[config.mk]
export PLATFORM = sky130hd
export DESIGN_NAME = dmem_dump_ctrl_flat
export DESIGN_NICKNAME = d
export VERILOG_FILES = /design/src/rtl/dmem_dump_ctrl_if.sv /design/src/rtl/dmem_dump_ctrl.sv /design/src/flat_wrapper.sv
export SDC_FILE = /design/constraint.sdc
export NUM_CORES = 1
export LEC_CHECK = 0
export CAP_MARGIN = 10
export CORE_AREA = 2 2 156 158
export CTS_CLUSTER_DIAMETER = 200
export DETAILED_ROUTE_END_ITERATION = 10
export DIE_AREA = 0 0 158 160
export DONT_BUFFER_PORTS = 1
export RECOVER_POWER = 100
export SYNTH_ARGS = -nofsm -noshare
export SYNTH_HDL_FRONTEND = slang
export SYNTH_SLANG_ARGS = --single-unit
[constraint.sdc]
create_clock -name CLOCK_50 -period 4.05 [get_ports CLOCK_50]
set_input_delay 0.81 -clock CLOCK_50 [delete_from_list [all_inputs] [get_ports CLOCK_50]]
set_output_delay 0.81 -clock CLOCK_50 [all_outputs]
set_load 0.05 [all_outputs]
[src/rtl/dmem_dump_ctrl_if.sv]
// Debug dump stream between dmem_dump_ctrl (master) and a dump consumer (slave).
interface dmem_dump_ctrl_if #(
  parameter int N  = 64,
  parameter int AW = 6
);
  logic          dump_valid;
  logic          dump_ready;
  logic [N-1:0]  dump_data;
  logic [AW-1:0] dump_index;
  logic          dump_done;

  modport master (output dump_valid, dump_data, dump_index, dump_done, input dump_ready);
  modport slave  (input dump_valid, dump_data, dump_index, dump_done, output dump_ready);
endinterface

[src/rtl/dmem_dump_ctrl.sv]
// LEGv8 data-memory arbiter: CPU passthrough, or a stalled walk streaming every word out.
// Optional: DMEM_DUMP_SKIP_ZERO_EN drops zero words from the stream.
module dmem_dump_ctrl #(
  parameter int N  = 64,
  parameter int AW = 6
) (
  input  logic          CLOCK_50,
  input  logic          reset,
  input  logic [N-1:0]  cpu_addr,
  input  logic [N-1:0]  cpu_wdata,
  input  logic          cpu_we,
  output logic [N-1:0]  cpu_rdata,
  output logic          cpu_stall,
  output logic [AW-1:0] mem_addr,
  output logic [N-1:0]  mem_wdata,
  output logic          mem_we,
  input  logic [N-1:0]  mem_rdata,
  input  logic          dump,
  dmem_dump_ctrl_if.master dbg
);
  typedef enum logic [1:0] {S_IDLE, S_LOAD, S_SEND, S_DONE} state_t;

  state_t        r_state, w_state_nxt;
  logic [AW-1:0] r_ptr, w_ptr_nxt;
  logic          r_dump_q;
  logic [N-1:0]  r_dump_data;
  logic [AW-1:0] r_dump_index;
  logic          w_capture;
  logic          w_last;
  logic          w_unused_addr;

  // Byte offset and high address bits are outside the memory's word range.
  assign w_unused_addr = ^{cpu_addr[N-1:AW+3], cpu_addr[2:0]};
  assign w_last        = (r_ptr == {AW{1'b1}});

  assign cpu_rdata      = mem_rdata;
  assign dbg.dump_valid = (r_state == S_SEND);
  assign dbg.dump_done  = (r_state == S_DONE);
  assign dbg.dump_data  = r_dump_data;
  assign dbg.dump_index = r_dump_index;

  always_comb begin
    w_state_nxt = r_state;
    w_ptr_nxt   = r_ptr;
    w_capture   = 1'b0;
    mem_addr    = cpu_addr[AW+2:3];
    mem_wdata   = cpu_wdata;
    mem_we      = cpu_we;
    cpu_stall   = 1'b0;
    case (r_state)
      S_IDLE: begin
        if (dump && !r_dump_q) begin
          w_ptr_nxt   = '0;
          w_state_nxt = S_LOAD;
        end
      end
      S_LOAD: begin
        mem_addr  = r_ptr;
        mem_we    = 1'b0;
        cpu_stall = 1'b1;
`ifdef DMEM_DUMP_SKIP_ZERO_EN
        if (mem_rdata == '0) begin
          if (w_last) w_state_nxt = S_DONE;
          else        w_ptr_nxt   = r_ptr + 1'b1;
        end else begin
          w_capture   = 1'b1;
          w_state_nxt = S_SEND;
        end
`else
        w_capture   = 1'b1;
        w_state_nxt = S_SEND;
`endif
      end
      S_SEND: begin
        mem_addr  = r_ptr;
        mem_we    = 1'b0;
        cpu_stall = 1'b1;
        if (dbg.dump_ready) begin
          if (w_last) begin
            w_state_nxt = S_DONE;
          end else begin
            w_ptr_nxt   = r_ptr + 1'b1;
            w_state_nxt = S_LOAD;
          end
        end
      end
      S_DONE: begin
        // Held until the requester drops dump, so a still-high dump can't retrigger.
        if (!dump) w_state_nxt = S_IDLE;
      end
      default: w_state_nxt = S_IDLE;
    endcase
  end

  always_ff @(posedge CLOCK_50) begin
    if (!reset) begin
      r_state      <= S_IDLE;
      r_ptr        <= '0;
      r_dump_q     <= 1'b0;
      r_dump_data  <= '0;
      r_dump_index <= '0;
    end else begin
      r_state  <= w_state_nxt;
      r_ptr    <= w_ptr_nxt;
      r_dump_q <= dump;
      if (w_capture) begin
        r_dump_data  <= mem_rdata;
        r_dump_index <= r_ptr;
      end
    end
  end
endmodule

[src/flat_wrapper.sv]
// flat-port wrapper written by rule: the top's interface ports become plain ports
module dmem_dump_ctrl_flat 
#(
  parameter int N  = 64,
  parameter int AW = 6
)
  (CLOCK_50, reset, cpu_addr, cpu_wdata, cpu_we, cpu_rdata, cpu_stall, mem_addr, mem_wdata, mem_we, mem_rdata, dump, dbg_dump_valid, dbg_dump_data, dbg_dump_index, dbg_dump_done, dbg_dump_ready);
  dmem_dump_ctrl_if #(.N(N), .AW(AW)) dbg_i ();
  input  logic CLOCK_50;
  input  logic reset;
  input  logic [N-1:0] cpu_addr;
  input  logic [N-1:0] cpu_wdata;
  input  logic cpu_we;
  output logic [N-1:0] cpu_rdata;
  output logic cpu_stall;
  output logic [AW-1:0] mem_addr;
  output logic [N-1:0] mem_wdata;
  output logic mem_we;
  input  logic [N-1:0] mem_rdata;
  input  logic dump;
  output wire logic [$bits(dbg_i.dump_valid)-1:0] dbg_dump_valid;
  output wire logic [$bits(dbg_i.dump_data)-1:0] dbg_dump_data;
  output wire logic [$bits(dbg_i.dump_index)-1:0] dbg_dump_index;
  output wire logic [$bits(dbg_i.dump_done)-1:0] dbg_dump_done;
  input wire logic [$bits(dbg_i.dump_ready)-1:0] dbg_dump_ready;
  assign dbg_dump_valid = dbg_i.dump_valid;
  assign dbg_dump_data = dbg_i.dump_data;
  assign dbg_dump_index = dbg_i.dump_index;
  assign dbg_dump_done = dbg_i.dump_done;
  assign dbg_i.dump_ready = dbg_dump_ready;
  dmem_dump_ctrl #(.N(N), .AW(AW)) u_core (.CLOCK_50(CLOCK_50), .reset(reset), .cpu_addr(cpu_addr), .cpu_wdata(cpu_wdata), .cpu_we(cpu_we), .cpu_rdata(cpu_rdata), .cpu_stall(cpu_stall), .mem_addr(mem_addr), .mem_wdata(mem_wdata), .mem_we(mem_we), .mem_rdata(mem_rdata), .dump(dump), .dbg(dbg_i));
endmodule
==> results_dict.tcl, run 1 <==
set metrics [dict create \
    outcome "finished, violations left" \
    violated_checks "max-capacitance violations, max-slew violations" \
    routed_wire_length_per_instance_microns 13.6 \
    route.vias.total 2160 \
    fmaxAchievable_mhz 297 \
    asyncSetResetFlopFracSynth 0 \
    area_growth_pct -7.76 \
    die_x_microns 158 \
    syn_avg_cell_area_sq_um 9.46 \
    ant_nets 0 \
    ctsLongestPathBuffers 2 \
    power.total_uw 3420 \
    top_level_ports 405 \
    critical_path_peak_fanout 7 \
    r2r-start "u_core.r_state[1]" \
    hold-path-endpoint "u_core.r_state[0]" \
    rsz0062_at_grt "false" \
    fin_nets 499 \
    synthesis.area_sq_um 4030 \
    grt.total_usage 0.0663 \
    place_hpwl_mm 5.97 \
    post-synth-top-count-cell "buf_4" \
    critPathLaunchType "flop" \
    fp.coreArea_sq_um 23800 \
    initial_core_util 0.169 \
    power-per-cell-area_nw_per_um2 919 \
    netlist_top_cells_count "buf_4 (128), dfxtp_1 (79), nor2_1 (73)" \
    height_of_the_chip_microns 160 \
    yosysTopAreaCellShare 0.392 \
    fp.dieArea_sq_um 25300 \
    cp.arrival_ps 2560 \
    clk_latency_ps 350 \
    antenna_cells 0 \
    yosys.cell_types.count 30 \
    worst_hold_path.num_cells 2 \
    count_of_final_max_slew_check_failures 35 \
    globalRoute.totalOverflow 0 \
    port_buffers 0 \
    layout-drive-gt1-share 0.0831 \
    route.detailed.vias_per_inst 3.46 \
    setup.reg_to_reg.worst_slack_ps 840 \
    antenna_found_initial 0 \
    final_cell_count_no_fill 625 \
    cp.required_ps 3240 \
    synth-seq-area-share 0.392 \
    final.min_clock_period_ps 3370 \
    cts.sinks 79 \
    synth_flop_cell "dfxtp_1" \
    biggest_area_consumer_among_synthesized_cells "dfxtp_1" \
    setup_total_negative_slack_ps 0 \
    clock_transition_at_the_register_clock_pins_on_the_worst_setup_and_hold_paths_after_cts_ps 70 \
    timing.clock.skew_ps 15.2 \
    worstSetupEndpointType "primary output" \
    finalCritPeriodShare 0.832 \
    cts-resized-gates 0 \
    worst_pin_slew_ps 2100 \
    synth.ff_latch_count 79 \
    reg2reg_depth 5 \
    route.final.wire_length_mm 8.51 \
    peakVddDrop_uv 346 \
    netlist_top_cells_area "dfxtp_1 (39%), buf_4 (24%), mux2i_1 (17%)" \
    cts_tree "done" \
    drtIter0Drc 69 \
    cts-htree-levels 3 \
    drv_cap 1 \
    number_of_buffers_added_by_the_clock_tree_synthesis_step 9 \
    syn-instance-count 426 \
    core_rows 57 \
    clock-root-buffer "clkbuf_16" \
    gp_congestion 0.712 \
    grt_start_max_net_pins 57 \
    critical_path_class "reg -> out" \
    synth_enable_flop_cells 0 \
    total_leakage_power_uw 0.00135 \
    worst_hold_startpoint "u_core.r_state[0]" \
    grt_pass1_wl_mm 12.2 \
    final-hold-violation-count 0 \
    grt_pass1_vias 2202 \
    synth_warnings 0 \
    timing.max_slew.rel_slack -0.400 \
    timing.rr.end "u_core.dbg.dump_data[1]" \
    place.detailed.instances 609 \
    hp-class "reg -> reg" \
    timing.final.setup_violations 0 \
    cts.hold.buffers_added 0 \
    syn_nets 629 \
    drt_pre_antenna_iters 4 \
    post-cts-setup-buffer-count 0 \
    drc_errors 0 \
]
-- power breakdown --
part / switching (uW) / internal, uW
Clock: 374 / 492
Combinational: 562 / 353
Sequential: 686 / 951
Total: 1620 / 1800
-- cell families (layout without fill, tap and decap cells) --
group | Yosys count | after routing | share of synthesized area
buffers and inverters | 153 | 28 | 0.266
and+or+nand+nor | 94 | 94 | 0.0975
DFF | 79 | 79 | 0.392
muxes | 76 | 76 | 0.191
AOI/OAI and AO/OA | 18 | 18 | 0.0354
adders and majority gates | 6 | 6 | 0.0186
-- per-stage QoR --
stage	setup slack, ps	hold slack, ps	utilization	area (sq um)
floorplan	1320	488	-	4030
global placement	1360	559	0.145	3440
detailed placement	1350	561	0.145	3440
CTS	941	575	0.158	3750
global route	467	581	0.156	3720
finish	680	562	0.156	3720
-- critical path, cell delays in order (launching register included) --
cell	delay (ps)
dfxtp_1	410
inv_1	110
ha_1	530
clkbuf_1	580
mux2_1	590
-- state kept, by name, summed over array words and instances, names as in the netlist --
name,cells
u_core.dbg.dump_data,64
u_core.dbg.dump_index,6
u_core.r_ptr,6
u_core.r_state,2
u_core.r_dump_q,1
-- cells in the final DEF, fill, tap and decap left out, types with 3 or more instances in the layout --
cell,count
a21oi_1,3
nor3_1,4
o221a_2,3
ha_1,6
inv_6,4
mux2i_1,70
o21ai_0,5
dfxtp_1,79
nand3_1,3
clkbuf_16,9
nand2_1,7
nor2_1,73
inv_1,6
mux2_1,6
-- how the worst max path moves through the flow --
stage                       from                 endpoint  slack, ps  cells after the start
2_1_floorplan  u_core.r_state[0]                   mem_we       1320                      4
5_1_grt        u_core.r_state[1]  u_core.dbg.dump_data[1]        470                      5
3_5_place_dp   u_core.r_state[0]              mem_addr[1]       1350                      4
3_3_place_gp   u_core.r_state[0]              mem_addr[1]       1360                      4
4_1_cts        u_core.r_state[0]              mem_addr[1]        940                      4
6_report       u_core.r_state[0]              mem_addr[1]        680                      4
-- final cells by class --
cell class | count | area, sq um
Clock buffer | 9 | 225
Clock inverter | 7 | 85.1
Multi-Input combinational cell | 194 | 1370
Tap cell | 324 | 405
Inverter | 7 | 26.3
Sequential cell | 79 | 1580
Fill cell | 2705 | 20100
Timing Repair Buffer | 5 | 27.5
-- routing by layer --
metal	share of wire	track usage	wire length (microns)	vias to the layer above
li1	-	-	-	1006
met1	0.37	0.0626	3110	971
met2	0.49	0.110	4150	148
met3	0.10	0.0342	880	35
met4	0.044	0.0463	372	0
met5	0	0	0	-
No activity file was read; power rests on OpenSTA's default activity.
==> run 2: changes to the inputs <==
==> constraint.sdc (replaced) <==
create_clock -name CLOCK_50 -period 3.33 [get_ports CLOCK_50]
set_input_delay 0.666 -clock CLOCK_50 [delete_from_list [all_inputs] [get_ports CLOCK_50]]
set_output_delay 0.666 -clock CLOCK_50 [all_outputs]
set_load 0.05 [all_outputs]
==> run 2 against run 1 <==
Against the previous run: the flow now finishes without violations; non-clock buffer count is 1 higher; global-route usage decreased by 0.050 points; core utilization grew 0.44 points; routed wire length is 0.69% lower; first-iteration DRC count is 16% lower; sequential cell count did not move; die area stayed put; combinational power is 23% higher; sequential share of layout area is 1.2 points lower; register-to-register slack improved by 220 ps; total power increased by 29%; via count decreased by 0.19%; largest power group unchanged.
==> results_dict.tcl, run 2 (synthesis gave the netlist of run 1 again) <==
set metrics [dict create \
    final.hold.worst_slack_ps 465 \
    rsz0062_at_grt "false" \
    initial_core_util 0.169 \
    drt_pre_antenna_iters 4 \
    layout_common_cells "dfxtp_1 (79), nor2_1 (73), mux2i_1 (70)" \
    route.detailed.vias_per_inst 3.44 \
    cts.sinks 79 \
    timing.critical_path.cells "inv_1, ha_1, mux2_1" \
    fp.coreArea_sq_um 23800 \
    height_of_the_chip_microns 160 \
    antenna_found_initial 0 \
    ctsLongestPathBuffers 2 \
    drc_errors 0 \
    fp.dieArea_sq_um 25300 \
    timing.clock.skew_ps 5.85 \
    antenna_cells 0 \
    layout-drive-gt1-share 0.0861 \
    place_hpwl_mm 6.02 \
    hp-class "in -> reg" \
    globalRoute.totalOverflow 0 \
    grt.total_usage 0.0658 \
    timing.final.setup_violations 0 \
    critical_path_class "reg -> out" \
    outcome "completed" \
    setup_total_negative_slack_ps 0 \
    core_rows 57 \
    routed_wire_length_per_instance_microns 13.5 \
    clock-root-buffer "clkbuf_16" \
    cp.required_ps 2660 \
    cp.arrival_ps 2030 \
    worstSetupEndpointType "primary output" \
    cts_tree "done" \
    critPathLaunchType "flop" \
    final.min_clock_period_ps 2690 \
    drtIter0Drc 58 \
    port_buffers 0 \
    clock_transition_at_the_register_clock_pins_on_the_worst_setup_and_hold_paths_after_cts_ps 60 \
    gp_congestion 0.719 \
    worst_pin_slew_ps 1160 \
    crit_path_max_incr_delay_ps 580 \
    worst_path_max_delay_cell "ha_1" \
    critical_path_peak_fanout 8 \
    finalCritPeriodShare 0.809 \
    peakVddDrop_uv 283 \
    post-cts-setup-buffer-count 0 \
    largest_register_ffs 64 \
    route.final.wire_length_mm 8.45 \
    cts-htree-levels 3 \
    power-per-cell-area_nw_per_um2 1160 \
    total_leakage_power_uw 0.00140 \
    top_level_ports 405 \
    cts.hold.buffers_added 0 \
    final_common_cell "dfxtp_1" \
    drv_cap 0 \
    final-hold-violation-count 0 \
    cts-resized-gates 0 \
    die_x_microns 158 \
    clk_latency_ps 340 \
    route.vias.total 2156 \
    fmaxAchievable_mhz 371 \
    count_of_final_max_slew_check_failures 0 \
    fill_cells 2675 \
    grt_pass1_wl_mm 12.0 \
    area_growth_pct -5.15 \
    timing.max_slew.rel_slack 0.225 \
    grt_start_max_net_pins 53 \
    fin_nets 500 \
    ant_nets 0 \
    number_of_buffers_added_by_the_clock_tree_synthesis_step 9 \
    grt_pass1_vias 2153 \
]
-- run 2: cell count changes in the layout (fill, tap and decap cells not counted), sizes merged --
cell	delta
inv	-5
bufinv	+4
buf	+1
clkbuf	+1
-- run 2: final cells by class --
class | instances | area, sq um | area share
timing repair buffer | 6 | 46.3 | 0.0121
multi-input combinational | 194 | 1370 | 0.358
inverter | 7 | 26.3 | 0.00687
clock inverter | 6 | 155 | 0.0406
tap | 324 | 405 | 0.106
clock buffer | 10 | 239 | 0.0625
sequential | 79 | 1580 | 0.414
-- run 2: critical path, delay by kind of cell, from the launching register on --
family                     cells  cell delay, ps
adders and majority gates      1             580
buffers and inverters          1             120
DFF                            1             410
muxes                          1             580
-- run 2: per-layer routing --
metal | up-vias | share of wire | GRT usage | wire length [microns]
li1 | 1002 | - | - | -
met1 | 974 | 0.37 | 0.0623 | 3150
met2 | 141 | 0.48 | 0.108 | 4040
met3 | 39 | 0.094 | 0.0309 | 798
met4 | 0 | 0.054 | 0.0536 | 455
met5 | - | 0 | 0 | 0
-- run 2: final timing paths --
path                                         from                       end  slack [ps]  cells past startpoint
worst max register to register  u_core.r_state[1]  u_core.dbg.dump_data[39]        1060                      5
worst min register to register    u_core.r_ptr[4]  u_core.dbg.dump_index[4]         570                      2
worst min-delay path                        reset           u_core.r_ptr[4]         470                      1
worst max-delay path            u_core.r_state[1]               mem_addr[1]         640                      3
-- run 2: power breakdown --
group	internal, uW	leakage [uW]	switching, uW
logic	425	0.000560	693
clock network	904	0.000193	402
registers	1160	0.000645	836
total	2490	0.00140	1930
-- run 2: metrics by stage --
stage / instances / setup slack [ps] / utilization / instance area, sq um / power (uW)
detailed placement: 610 / 979 / 0.145 / 3460 / 3190
finish: 626 / 638 / 0.161 / 3820 / 4420
global route: 626 / 487 / 0.161 / 3820 / 4640
floorplan: 426 / 739 / - / 4030 / 3380
CTS: 626 / 592 / 0.162 / 3860 / 4540
global placement: 610 / 996 / 0.145 / 3460 / 3180
==> run 3: changes to the inputs <==
==> constraint.sdc (replaced) <==
create_clock -name CLOCK_50 -period 2.3 [get_ports CLOCK_50]
set_input_delay 0.46 -clock CLOCK_50 [delete_from_list [all_inputs] [get_ports CLOCK_50]]
set_output_delay 0.46 -clock CLOCK_50 [all_outputs]
set_load 0.05 [all_outputs]
==> run 3 against run 2 <==
Against the previous run: cell area fell by 0.88%; first-iteration DRC count up 45%; via count is 2.7% higher; clock power rose by 13%; clock skew down 1.5 ps; routed wire length rose by 4.6%; sequential power is 45% higher; non-clock buffer count up 3; register-to-register slack lost 820 ps; critical path depth increased by 1; total power grew 38%; die area did not move; largest cell class unchanged; largest power group unchanged.
==> results_dict.tcl, run 3 (synthesis gave the netlist of run 1 again) <==
set metrics [dict create \
    drtIter0Drc 84 \
    timing.critical_path.cells "inv_1, ha_1, buf_6, mux2_4" \
    clk_latency_ps 340 \
    grt_pass1_wl_mm 12.6 \
    global_route.peak_usage_layer "met2" \
    worstSetupEndpointType "primary output" \
    final_common_cell "dfxtp_1" \
    layout_common_cells "dfxtp_1 (79), nor2_1 (73), mux2i_1 (70)" \
    cp.arrival_ps 1710 \
    ff_latch_area_sq_um 1580 \
    ant_nets 0 \
    grt_pass1_vias 2252 \
    count_of_final_max_slew_check_failures 0 \
    crit_path_max_incr_delay_ps 400 \
    number_of_buffers_added_by_the_clock_tree_synthesis_step 9 \
    placed_area_sq_um 3500 \
    top_level_ports 405 \
    rsz0062_at_grt "false" \
    final-hold-violation-count 0 \
    cts_tree "done" \
    area_growth_pct -5.99 \
    initial_core_util 0.169 \
    fin_nets 503 \
    critical_path_class "reg -> out" \
    height_of_the_chip_microns 160 \
    drc_errors 0 \
    core_rows 57 \
    gp_congestion 0.732 \
    reg2reg_depth 6 \
    grt.total_usage 0.0690 \
    worst_hold_path.num_cells 1 \
    route.detailed.vias_per_inst 3.52 \
    finalCritPeriodShare 0.945 \
    drv_cap 0 \
    port_buffers 0 \
    outcome "completed" \
    route.vias.total 2214 \
    grt_util_met2 0.105 \
    ctsLongestPathBuffers 2 \
    clock-root-buffer "clkbuf_16" \
    antenna_cells 0 \
    timing.max_slew.rel_slack 0.506 \
    peakVddDrop_uv 522 \
    cts-htree-levels 3 \
    worst_path_max_delay_cell "dfxtp_1" \
    grt_start_max_net_pins 48 \
    layout-drive-gt1-share 0.125 \
    clock_transition_at_the_register_clock_pins_on_the_worst_setup_and_hold_paths_after_cts_ps 70 \
    globalRouteMet1Util 0.0665 \
    post-cts-setup-buffer-count 0 \
    hp-class "in -> reg" \
    cts.sinks 79 \
    cp.required_ps 1840 \
    place_hpwl_mm 6.38 \
    globalRoute.totalOverflow 0 \
    total_area_of_multi_input_combinational_cells_sq_um 1400 \
    timing.clock.skew_ps 4.38 \
    critPathLaunchType "flop" \
    die_x_microns 158 \
    grtUsageMet3 0.0380 \
    worst_pin_slew_ps 740 \
    fp.dieArea_sq_um 25300 \
    routed_wire_length_per_instance_microns 14.0 \
    total_leakage_power_uw 0.00139 \
    route.final.wire_length_mm 8.84 \
    critical_path_peak_fanout 8 \
    power.total_uw 6090 \
    power-per-cell-area_nw_per_um2 1610 \
    timing.final.setup_violations 0 \
    fill_cells 2679 \
    drt_pre_antenna_iters 4 \
    final.min_clock_period_ps 2170 \
    layout.cell_area.non_filler_sq_um 3790 \
    antenna_found_initial 0 \
    largest_register_ffs 64 \
    fp.coreArea_sq_um 23800 \
    fmaxAchievable_mhz 460 \
]
run 3: cell count changes in the layout (fill, tap and decap cells not counted), moves of 2 or more:
cell	before	now
buf_6	0	2
mux2_1	6	0
mux2_4	0	6
bufinv_16	5	1
clkbuf_2	0	2
clkinvlp_4	0	3
run 3: per-layer routing:
metal / share of wire / vias up / routed length (microns)
li1: - / 1010 / -
met1: 0.37 / 984 / 3300
met2: 0.45 / 175 / 4000
met3: 0.10 / 45 / 897
met4: 0.072 / 0 / 635
met5: 0 / - / 0
run 3: area by class of cell:
| cell class | count | share of cell area |
|---|---|---|
| flip-flops and latches | 79 | 0.417 |
| clock buffers | 11 | 0.0640 |
| well taps | 324 | 0.107 |
| inverters | 7 | 0.00693 |
| clock inverters | 5 | 0.0152 |
| multi-input cells | 194 | 0.369 |
| repair buffers | 9 | 0.0201 |
run 3: final timing paths:
path | start | to | slack, ps
setup / recovery | u_core.r_state[0] | mem_addr[3] | 130
setup reg to reg | u_core.r_state[0] | u_core.r_ptr[4] | 240
hold reg to reg | u_core.r_ptr[0] | u_core.r_ptr[0] | 560
hold / removal | reset | u_core.r_ptr[3] | 250
run 3: where the power goes:
part	switching [uW]	internal, uW
sequential	1200	1680
clock	611	870
combinational	1020	704
run 3: metrics by stage:
stage / hold slack (ps) / cells / setup WS (ps) / utilization / setup TNS [ps]
after floorplan: 488 / 426 / 13.0 / - / 0
after global placement: 537 / 613 / 332 / 0.147 / 0
after detailed placement: 550 / 613 / 328 / 0.147 / 0
after CTS: 228 / 629 / -65.5 / 0.160 / -351
after global routing: 232 / 629 / 18.4 / 0.159 / 0
final: 255 / 629 / 127 / 0.159 / 0
run 3: what timing repair did:
action,CTS,global route
hold buffers,0,0
endpoints found under the setup margin,6,6
hold endpoints to repair,0,0
gates resized for setup,0,8
run 3: worst max-delay path, delay by kind of cell, from the launching register on:
family     cells  cell delay (ps)
mux            1              400
fa+ha+maj      1              300
flops          1              400
buf+inv        2              270
